==> src/rtl/rv_pkg.sv <==
// rv_pkg
//   Shared definitions for the stream demultiplexer slice.
//   XLEN     : default datapath width (32)
//   SEL_OUT0 : in_sel encoding that steers a beat to out0
//   SEL_OUT1 : in_sel encoding that steers a beat to out1
package rv_pkg;
   localparam int   XLEN     = 32;
   localparam logic SEL_OUT0 = 1'b0;
   localparam logic SEL_OUT1 = 1'b1;
endpackage

==> src/rtl/stream_demux2_if.sv <==
// stream_demux2_if
//   Bundles the producer stream, both consumer streams and the per-output
//   beat counters of stream_demux2.
//   master : producer/consumer side (drives in_*, outk_ready)
//   slave  : demux side (drives in_ready, outk_data/valid, cntk)
interface stream_demux2_if
   import rv_pkg::*;
#(
   parameter int WIDTH = XLEN,
   parameter int CNT_W = 16
) ();
   logic [WIDTH-1:0] in_data;
   logic             in_sel;
   logic             in_valid;
   logic             in_ready;
   logic [WIDTH-1:0] out0_data;
   logic             out0_valid;
   logic             out0_ready;
   logic [WIDTH-1:0] out1_data;
   logic             out1_valid;
   logic             out1_ready;
   logic [CNT_W-1:0] cnt0;
   logic [CNT_W-1:0] cnt1;

   modport master (
      output in_data, in_sel, in_valid, out0_ready, out1_ready,
      input  in_ready, out0_data, out0_valid, out1_data, out1_valid, cnt0, cnt1
   );

   modport slave (
      input  in_data, in_sel, in_valid, out0_ready, out1_ready,
      output in_ready, out0_data, out0_valid, out1_data, out1_valid, cnt0, cnt1
   );
endinterface

==> src/rtl/stream_demux2_fifo2.sv <==
// fifo2
//   Two-entry synchronous queue with registered storage.
//   clk, rst_n : clock, asynchronous active-low reset
//   push       : write push_data (ignored while full)
//   push_data  : beat to enqueue
//   pop        : drop the head beat (ignored while empty)
//   head_data  : beat at the head of the queue
//   empty/full : occupancy flags (count == 0 / count == 2)
module fifo2
   import rv_pkg::*;
#(
   parameter int WIDTH = XLEN
) (
   input  logic             clk,
   input  logic             rst_n,
   input  logic             push,
   input  logic [WIDTH-1:0] push_data,
   input  logic             pop,
   output logic [WIDTH-1:0] head_data,
   output logic             empty,
   output logic             full
);
   logic [WIDTH-1:0] mem_reg [2];
   logic             wr_ptr_reg;
   logic             rd_ptr_reg;
   logic [1:0]       count_reg;
   logic             push_ok;
   logic             pop_ok;

   assign empty = (count_reg == 2'd0);
   assign full  = (count_reg == 2'd2);

   // Self-protect against overflow/underflow even if the caller misbehaves.
   assign push_ok = push & ~full;
   assign pop_ok  = pop & ~empty;

   assign head_data = mem_reg[rd_ptr_reg];

   always_ff @(posedge clk or negedge rst_n) begin
      if (!rst_n) begin
         mem_reg[0] <= '0;
         mem_reg[1] <= '0;
         wr_ptr_reg <= 1'b0;
         rd_ptr_reg <= 1'b0;
         count_reg  <= 2'd0;
      end else begin
         if (push_ok) begin
            mem_reg[wr_ptr_reg] <= push_data;
            wr_ptr_reg          <= ~wr_ptr_reg;
         end
         if (pop_ok) begin
            rd_ptr_reg <= ~rd_ptr_reg;
         end
         // Simultaneous push and pop leaves the occupancy unchanged.
         case ({push_ok, pop_ok})
            2'b10:   count_reg <= count_reg + 2'd1;
            2'b01:   count_reg <= count_reg - 2'd1;
            default: count_reg <= count_reg;
         endcase
      end
   end
endmodule

==> src/rtl/stream_demux2.sv <==
// stream_demux2
//   1:2 stream demultiplexer. Each producer beat is steered by in_sel to one
//   of two 2-entry queues; each output drains independently, so a stalled
//   consumer only blocks beats addressed to it.
//   clk, rst_n : clock, asynchronous active-low reset
//   bus        : stream_demux2_if slave port (producer stream, two consumer
//                streams, per-output delivered-beat counters cnt0/cnt1)
module stream_demux2
   import rv_pkg::*;
#(
   parameter int WIDTH = XLEN,
   parameter int CNT_W = 16
) (
   input  logic           clk,
   input  logic           rst_n,
   stream_demux2_if.slave bus
);
   genvar gi;
   generate
      for (gi = 0; gi < 2; gi++) begin : g_out
         localparam logic SEL_CODE = (gi == 0) ? SEL_OUT0 : SEL_OUT1;

         logic             rdy;
         logic             push;
         logic             pop;
         logic             empty;
         logic             full;
         logic [WIDTH-1:0] head;
         logic [CNT_W-1:0] cnt_reg;

         assign rdy  = (gi == 0) ? bus.out0_ready : bus.out1_ready;
         // A push only happens on a real input transfer to this queue.
         assign push = bus.in_valid & (bus.in_sel == SEL_CODE) & ~full;
         assign pop  = rdy & ~empty;

         fifo2 #(
            .WIDTH(WIDTH)
         ) u_fifo (
            .clk       (clk),
            .rst_n     (rst_n),
            .push      (push),
            .push_data (bus.in_data),
            .pop       (pop),
            .head_data (head),
            .empty     (empty),
            .full      (full)
         );

         // Counts completed output transfers; wraps naturally.
         always_ff @(posedge clk or negedge rst_n) begin
            if (!rst_n) begin
               cnt_reg <= '0;
            end else if (pop) begin
               cnt_reg <= cnt_reg + CNT_W'(1);
            end
         end
      end
   endgenerate

   // Ready depends only on the selected queue's occupancy, never on the
   // consumer readies, so there is no ready->ready combinational path.
   assign bus.in_ready   = (bus.in_sel == SEL_OUT1) ? ~g_out[1].full : ~g_out[0].full;

   assign bus.out0_data  = g_out[0].head;
   assign bus.out0_valid = ~g_out[0].empty;
   assign bus.cnt0       = g_out[0].cnt_reg;
   assign bus.out1_data  = g_out[1].head;
   assign bus.out1_valid = ~g_out[1].empty;
   assign bus.cnt1       = g_out[1].cnt_reg;
endmodule

==> src/flat_wrapper.sv <==
// flat-port wrapper written by rule: the top's interface ports become plain ports
module stream_demux2_flat import rv_pkg::*;
#(
   parameter int WIDTH = XLEN,
   parameter int CNT_W = 16
)
  (clk, rst_n, bus_in_data, bus_in_sel, bus_in_valid, bus_out0_ready, bus_out1_ready, bus_in_ready, bus_out0_data, bus_out0_valid, bus_out1_data, bus_out1_valid, bus_cnt0, bus_cnt1);
  stream_demux2_if #(.WIDTH(WIDTH), .CNT_W(CNT_W)) bus_i ();
  input  logic clk;
  input  logic rst_n;
  input wire logic [$bits(bus_i.in_data)-1:0] bus_in_data;
  input wire logic [$bits(bus_i.in_sel)-1:0] bus_in_sel;
  input wire logic [$bits(bus_i.in_valid)-1:0] bus_in_valid;
  input wire logic [$bits(bus_i.out0_ready)-1:0] bus_out0_ready;
  input wire logic [$bits(bus_i.out1_ready)-1:0] bus_out1_ready;
  output wire logic [$bits(bus_i.in_ready)-1:0] bus_in_ready;
  output wire logic [$bits(bus_i.out0_data)-1:0] bus_out0_data;
  output wire logic [$bits(bus_i.out0_valid)-1:0] bus_out0_valid;
  output wire logic [$bits(bus_i.out1_data)-1:0] bus_out1_data;
  output wire logic [$bits(bus_i.out1_valid)-1:0] bus_out1_valid;
  output wire logic [$bits(bus_i.cnt0)-1:0] bus_cnt0;
  output wire logic [$bits(bus_i.cnt1)-1:0] bus_cnt1;
  assign bus_i.in_data = bus_in_data;
  assign bus_i.in_sel = bus_in_sel;
  assign bus_i.in_valid = bus_in_valid;
  assign bus_i.out0_ready = bus_out0_ready;
  assign bus_i.out1_ready = bus_out1_ready;
  assign bus_in_ready = bus_i.in_ready;
  assign bus_out0_data = bus_i.out0_data;
  assign bus_out0_valid = bus_i.out0_valid;
  assign bus_out1_data = bus_i.out1_data;
  assign bus_out1_valid = bus_i.out1_valid;
  assign bus_cnt0 = bus_i.cnt0;
  assign bus_cnt1 = bus_i.cnt1;
  stream_demux2 #(.WIDTH(WIDTH), .CNT_W(CNT_W)) u_core (.clk(clk), .rst_n(rst_n), .bus(bus_i));
endmodule
==> config.mk <==
export PLATFORM = sky130hd
export DESIGN_NAME = stream_demux2_flat
export DESIGN_NICKNAME = d
export VERILOG_FILES = /design/src/rtl/rv_pkg.sv /design/src/rtl/stream_demux2_if.sv /design/src/rtl/stream_demux2_fifo2.sv /design/src/rtl/stream_demux2.sv /design/src/flat_wrapper.sv
export SDC_FILE = /design/constraint.sdc
export NUM_CORES = 1
export LEC_CHECK = 0
export CAP_MARGIN = 40
export CORE_ASPECT_RATIO = 0.9
export CORE_MARGIN = 3
export CORE_UTILIZATION = 30
export CTS_BUF_LIST = sky130_fd_sc_hd__clkbuf_2 sky130_fd_sc_hd__clkbuf_4 sky130_fd_sc_hd__clkbuf_8
export CTS_CLUSTER_DIAMETER = 80
export DETAILED_ROUTE_END_ITERATION = 12
export SLEW_MARGIN = 20
export SYNTH_ARGS = -nofsm -noshare
export SYNTH_HDL_FRONTEND = slang
export SYNTH_SLANG_ARGS = --single-unit
==> constraint.sdc <==
create_clock -name clk -period 1.6 [get_ports clk]
set_clock_uncertainty 0.15 [all_clocks]
set_input_delay 0.32 -clock clk [delete_from_list [all_inputs] [get_ports clk]]
set_output_delay 0.32 -clock clk [all_outputs]
set_load 0.01 [all_outputs]
==> results.json, run 1 <==
{
  "placed_area_um2": 9630,
  "arrival_ns": 1.62,
  "die-area_um2": 26200,
  "grt_use_met2": 0.263,
  "crit_path_top_delay_cell": "dfrtp_2",
  "setup_viol": 210,
  "leakagePower_nw": 5.55,
  "crit_family": "flip-flops",
  "use_met3": 0.0355,
  "n_fill_cell": 2033,
  "grt_most_used_layer": "met2",
  "synth_top_family_by_area": "multiplexers",
  "status": "finished, violations left",
  "avgSynthCellArea_um2": 14.8,
  "path_cells": "buf_12, buf_8, mux2_4, buf_6",
  "drive_gt1_frac": 0.650,
  "syn_to_final_growth_pct": 59.4,
  "core_um2": 23600,
  "synthAdderAreaFrac": 0.00686,
  "cts_tree": "done",
  "synth_ff_type": "dfrtp_1",
  "routedWlPerCell_um": 19.5,
  "rsz0062_at_grt": "true",
  "drtIter0Drc": 166,
  "async_reset_ff_frac": 1.00,
  "design_area_um2": 11600,
  "synth.area.mux_share": 0.298,
  "fin_crit_sh": 1.30,
  "largest_reg_flops": 128,
  "routabilityCongestion": 0.762,
  "dieWidth_um": 170,
  "setup_ws_ns": -0.487,
  "tightest_slew_ns": 0.295,
  "portBuffers": 136,
  "ys_seq_area_frac": 0.576,
  "hold_class": "input port to async pin",
  "rrSetupSlack_ns": -0.21,
  "fin_nets": 800,
  "drtPass1Iterations": 4,
  "synth-xor-area-share": 0.0480,
  "grt_use_met1": 0.215,
  "power.density_nw_per_um2": 2050,
  "ys_warn_count": 0,
  "ys_seq_elements": 168,
  "final-hold-violation-count": 0,
  "critPathMaxFanout": 6,
  "grt_max_degree": 52,
  "boundaryPins": 137,
  "clock_sink_count": 168,
  "grt_antenna_before_repair": 0,
  "max_freq_mhz": 479,
  "cts-buffers-inserted": 17,
  "worst-path-buf-inv": 3,
  "netlist_instances": 493,
  "clockBufferDepth": 2,
  "violations": "negative setup slack",
  "h-tree-depth": 4,
  "synth_nets": 535,
  "avgViaCountPerCell": 4.64,
  "start_util": 0.309,
  "via_count": 4983,
  "drtAntennaViolNets": 0,
  "grt_first_pass_wirelength_mm": 32.0,
  "synthSimpleGateAreaFrac": 0.0496,
  "slew_viol_final": 0,
  "synth-compound-area-share": 0.00240,
  "synthDistinctLibCells": 29,
  "rows": 53,
  "power_mw": 23.9,
  "cap_violations": 0,
  "root_buffer": "clkbuf_8",
  "cp-end-kind": "primary output",
  "start_kind": "flip-flop",
  "diodes": 0,
  "relSlewSlack": 0.803,
  "clk_pin_slew_ns": 0.09,
  "clkLatencyLatePin_ns": 0.45,
  "vdd_ir_drop_max_v": 0.00100,
  "netlist_area_um2": 7300,
  "wirelength_mm": 20.9,
  "hpwl_mm": 11.9,
  "cpPeakStageDelay_ns": 0.44,
  "first_global_vias": 5540,
  "die_h_um": 154,
  "drc": 0,
  "synth_edf_count": 0,
  "finalCriticalPeriod_ns": 2.09,
  "grt-ovfl-total": 0,
  "critPathKind": "flip-flop to primary output",
  "track_usage": 0.159,
  "critPathRequiredTime_ns": 1.13
}
[power breakdown]
| group | internal [mW] | switching (mW) |
|---|---|---|
| combinational | 8.49 | 4.72 |
| sequential | 6.18 | 1.18 |
| clock | 1.74 | 1.58 |
| total | 16.4 | 7.48 |
[placed cells by master, fill, tap and decap left out, types with 18 or more instances in the layout]
cell	count
dfrtp_1	157
mux2_4	148
buf_6	107
buf_4	57
mux2_2	45
clkdlybuf4s50_1	36
xnor2_1	25
buf_12	22
clkbuf_8	21
buf_2	18
[path summary, 6_finish.rpt]
check,startpoint,endpoint,depth (start not counted)
min in group clk,u_core.bus.cnt1[10],u_core.bus.cnt1[10],1
setup reg to reg,u_core.g_out[1].u_fifo.count_reg[1],u_core.g_out[1].u_fifo.mem_reg[38],8
hold reg to reg,u_core.bus.cnt1[10],u_core.bus.cnt1[10],1
setup / recovery,u_core.g_out[1].u_fifo.rd_ptr_reg,bus_out1_data[28],4
hold / removal,rst_n,u_core.g_out[1].u_fifo.mem_reg[36],2
max in group asynchronous,rst_n,u_core.g_out[1].u_fifo.mem_reg[54],3
[worst reg2reg max path: stages (launching register included)]
cell and delay, ns:
dfrtp_2 0.42, buf_6 0.13, nand2b_4 0.07, buf_6 0.10
nand3_4 0.07, nor2_4 0.17, buf_12 0.14, buf_12 0.14
mux2_4 0.31
[logic make-up (layout without fill, tap and decap cells)]
group                      after synthesis  in the layout
AOI/OAI and AO/OA                        2              2
DFF                                    168            168
adders and majority gates                4              4
muxes                                  193            193
xor gates and xnor gates                40             40
and+or+nand+nor                         63             63
buffers and inverters                   23            301
[timing repair]
item / CTS / global route
pin swaps: 14 / 30
setup endpoints to repair: 239 / 244
setup buffers: 65 / 13
gates resized for setup: 530 / 152
hold buffers: 1 / 0
hold endpoints to repair: 168 / 0
cloned: 13 / 1
[per-layer routing]
metal,vias to the layer above,share of wire
met5,-,0
met4,0,0.012
met3,17,0.041
met2,96,0.49
met1,2591,0.46
li1,2279,-
[cell usage after synthesis (all sizes together), types with 4 or more instances]
master / number / share of area
dfrtp: 168 / 0.58
xor2: 10 / 0.012
buf: 12 / 0.013
and4: 4 / 0.0053
nand2: 16 / 0.0082
ha: 4 / 0.0069
nand4: 10 / 0.0094
nand3: 9 / 0.0062
nor2: 10 / 0.0072
xnor2: 30 / 0.036
clkbuf: 8 / 0.0041
mux2: 193 / 0.30
[cell type report]
type,instances,area (um^2),area share
timing repair buffer,266,2860,0.246
inverter,3,13.8,0.00118
multi-input combinational,302,3730,0.320
clock inverter,10,141,0.0122
sequential,168,4220,0.363
tap,302,378,0.0325
clock buffer,22,297,0.0255
[metrics by stage]
stage / setup WS, ns / std cells / util / hold WS, ns / setup TNS (ns)
after detailed placement: -0.523 / 962 / 0.408 / 0.0663 / -84.12
after CTS: -0.607 / 1072 / 0.480 / 0.129 / -52.46
after global placement: -0.516 / 962 / 0.408 / 0.0650 / -80.67
after global routing: -0.561 / 1073 / 0.493 / 0.133 / -62.62
after floorplan: -0.124 / 493 / - / -0.126 / -7.51
final: -0.487 / 1073 / 0.493 / 0.155 / -48.61
No activity file was read; power rests on OpenSTA's default activity.
==> run 2: changes to the inputs <==
--- a/config.mk
+++ b/config.mk
@@ -8,10 +8,11 @@
 export CAP_MARGIN = 40
 export CORE_ASPECT_RATIO = 0.9
 export CORE_MARGIN = 3
-export CORE_UTILIZATION = 30
+export CORE_UTILIZATION = 40
 export CTS_BUF_LIST = sky130_fd_sc_hd__clkbuf_2 sky130_fd_sc_hd__clkbuf_4 sky130_fd_sc_hd__clkbuf_8
 export CTS_CLUSTER_DIAMETER = 80
 export DETAILED_ROUTE_END_ITERATION = 12
+export PLACE_DENSITY = 0.66
 export SLEW_MARGIN = 20
 export SYNTH_ARGS = -nofsm -noshare
 export SYNTH_HDL_FRONTEND = slang
==> run 2 against run 1 <==
- the run still ends with negative setup slack left
- global-route usage increased by 5.1 points
- worst hold slack improved by 0.064 ns
- sequential power increased by 1%
- critical path depth unchanged
- sequential cell count unchanged
- register-to-register slack got worse by 0.03 ns
- maximum frequency decreased by 1.8%
- clock-buffer cell count decreased by 1
- critical path type unchanged
- critical endpoint is now bus_out0_data[21]
==> results.json, run 2 (synthesis gave the netlist of run 1 again) <==
{
  "status": "finished, violations left",
  "violations": "negative setup slack",
  "seq_power_share": 0.298,
  "clockBufferDepth": 2,
  "core_um2": 17800,
  "die_h_um": 134,
  "dieWidth_um": 148,
  "routabilityCongestion": 0.793,
  "routedWlPerCell_um": 21.1,
  "clkLatencyLatePin_ns": 0.45,
  "max_freq_mhz": 471,
  "critPathMaxFanout": 5,
  "drc": 0,
  "swShare": 0.314,
  "fin_cells": 1027,
  "track_usage": 0.210,
  "portBuffers": 136,
  "setup_ws_ns": -0.524,
  "grt_first_pass_wirelength_mm": 32.6,
  "leakagePower_nw": 5.88,
  "final-hold-violation-count": 0,
  "clkPwrFrac": 0.122,
  "critPathKind": "flip-flop to primary output",
  "tightest_slew_ns": 0.458,
  "grt_max_degree": 43,
  "relSlewSlack": 0.694,
  "p_int_mw": 17.1,
  "rrSetupSlack_ns": -0.24,
  "grt_antenna_before_repair": 0,
  "drtPass1Iterations": 4,
  "clock_sink_count": 168,
  "cts_tree": "done",
  "hpwl_mm": 11.2,
  "final_common_cell": "mux2_4",
  "root_buffer": "clkbuf_8",
  "clk_pin_slew_ns": 0.09,
  "vdd_ir_drop_max_v": 0.00111,
  "grt-ovfl-total": 0,
  "dp_cells": 898,
  "arrival_ns": 1.65,
  "power_mw": 25.0,
  "cts-buffers-inserted": 17,
  "wirelength_mm": 21.6,
  "start_kind": "flip-flop",
  "first_global_vias": 5741,
  "drtAntennaViolNets": 0,
  "critPathRequiredTime_ns": 1.13,
  "rows": 46,
  "finalCriticalPeriod_ns": 2.12,
  "cp-end-kind": "primary output",
  "die-area_um2": 19900,
  "power.density_nw_per_um2": 2080,
  "switching_power_mw": 7.84,
  "fin_crit_sh": 1.33,
  "diodes": 0,
  "hold_class": "input port to async pin",
  "slew_viol_final": 0,
  "drtIter0Drc": 225,
  "h-tree-depth": 4,
  "mostFrequentLayoutCells": "193 x mux2_4, 158 x dfrtp_1, 120 x buf_6",
  "p_comb_frac": 0.580,
  "boundaryPins": 137,
  "drive_gt1_frac": 0.639,
  "cap_violations": 0,
  "fin_nets": 816,
  "avgViaCountPerCell": 5.07,
  "holdWs_ns": 0.220,
  "syn_to_final_growth_pct": 64.9,
  "setup_tns_ns": -52.96,
  "via_count": 5210,
  "start_util": 0.410,
  "setup_viol": 206,
  "largest_reg_flops": 128,
  "rsz0062_at_grt": "true"
}
==> run 2: cell types whose count changed in the layout (fill, tap and decap cells not counted), sizes merged <==
cell	previous run	this run
clkbuf	38	33
clkinv	4	5
clkdlybuf4s15	0	13
buf	213	220
bufinv	3	2
inv	4	5
==> run 2: power groups by stage <==
stage	registers, mW	logic, mW	clock network (mW)
4_1_cts	7.26	13.6	3.11
2_1_floorplan	7.12	5.23	0
3_5_place_dp	7.36	9.68	0
5_1_grt	7.64	15.2	3.30
6_report	7.43	14.5	3.05
3_3_place_gp	7.19	9.51	0
==> run 2: repair_timing <==
item	in CTS	in global routing
hold buffers	1	0
endpoints found under the hold margin	75	0
pin swaps	23	29
gates cloned	18	3
buffers inserted	71	25
resized for setup	596	145
setup endpoints to repair	243	243
==> run 2: layout make-up <==
| type | count | area, um^2 |
|---|---|---|
| well taps | 240 | 300 |
| flip-flops and latches | 168 | 4220 |
| inverters | 3 | 11.3 |
| multi-input cells | 302 | 3920 |
| clock inverters | 11 | 121 |
| fillers | 1176 | 5760 |
| clock buffers | 21 | 277 |
| repair buffers | 282 | 3190 |
==> run 2: routing by layer <==
metal  global-route usage  part of all wire  wire [um]
met4               0.0575             0.017        363
met3               0.0453             0.048       1040
met1                0.293              0.45       9780
met5                    0                 0          0
met2                0.337              0.48      10500
==> run 2: stage by stage <==
step	setup WS, ns	utilization	cell area (um^2)
CTS	-0.614	0.654	11600
finish	-0.524	0.676	12000
floorplan	-0.124	-	7450
detailed placement	-0.522	0.534	9500
global placement	-0.501	0.534	9500
global route	-0.567	0.676	12000
==> run 2: critical path: stages, from the launching register on <==
cell and delay [ns]:
dfrtp_2 0.46, buf_6 0.16, buf_16 0.15, mux2_4 0.31, buf_6 0.12
==> run 2: final timing paths <==
check | startpoint | end | cells past startpoint
min in group clk | u_core.g_out[1].u_fifo.mem_reg[16] | u_core.g_out[1].u_fifo.mem_reg[16] | 1
min | rst_n | u_core.g_out[0].u_fifo.mem_reg[7] | 2
max reg2reg | u_core.g_out[0].u_fifo.count_reg[1] | u_core.g_out[0].u_fifo.mem_reg[34] | 7
max | u_core.g_out[0].u_fifo.rd_ptr_reg | bus_out0_data[21] | 4
max in group asynchronous | rst_n | u_core.bus.cnt0[5] | 3
min reg2reg | u_core.g_out[1].u_fifo.mem_reg[16] | u_core.g_out[1].u_fifo.mem_reg[16] | 1
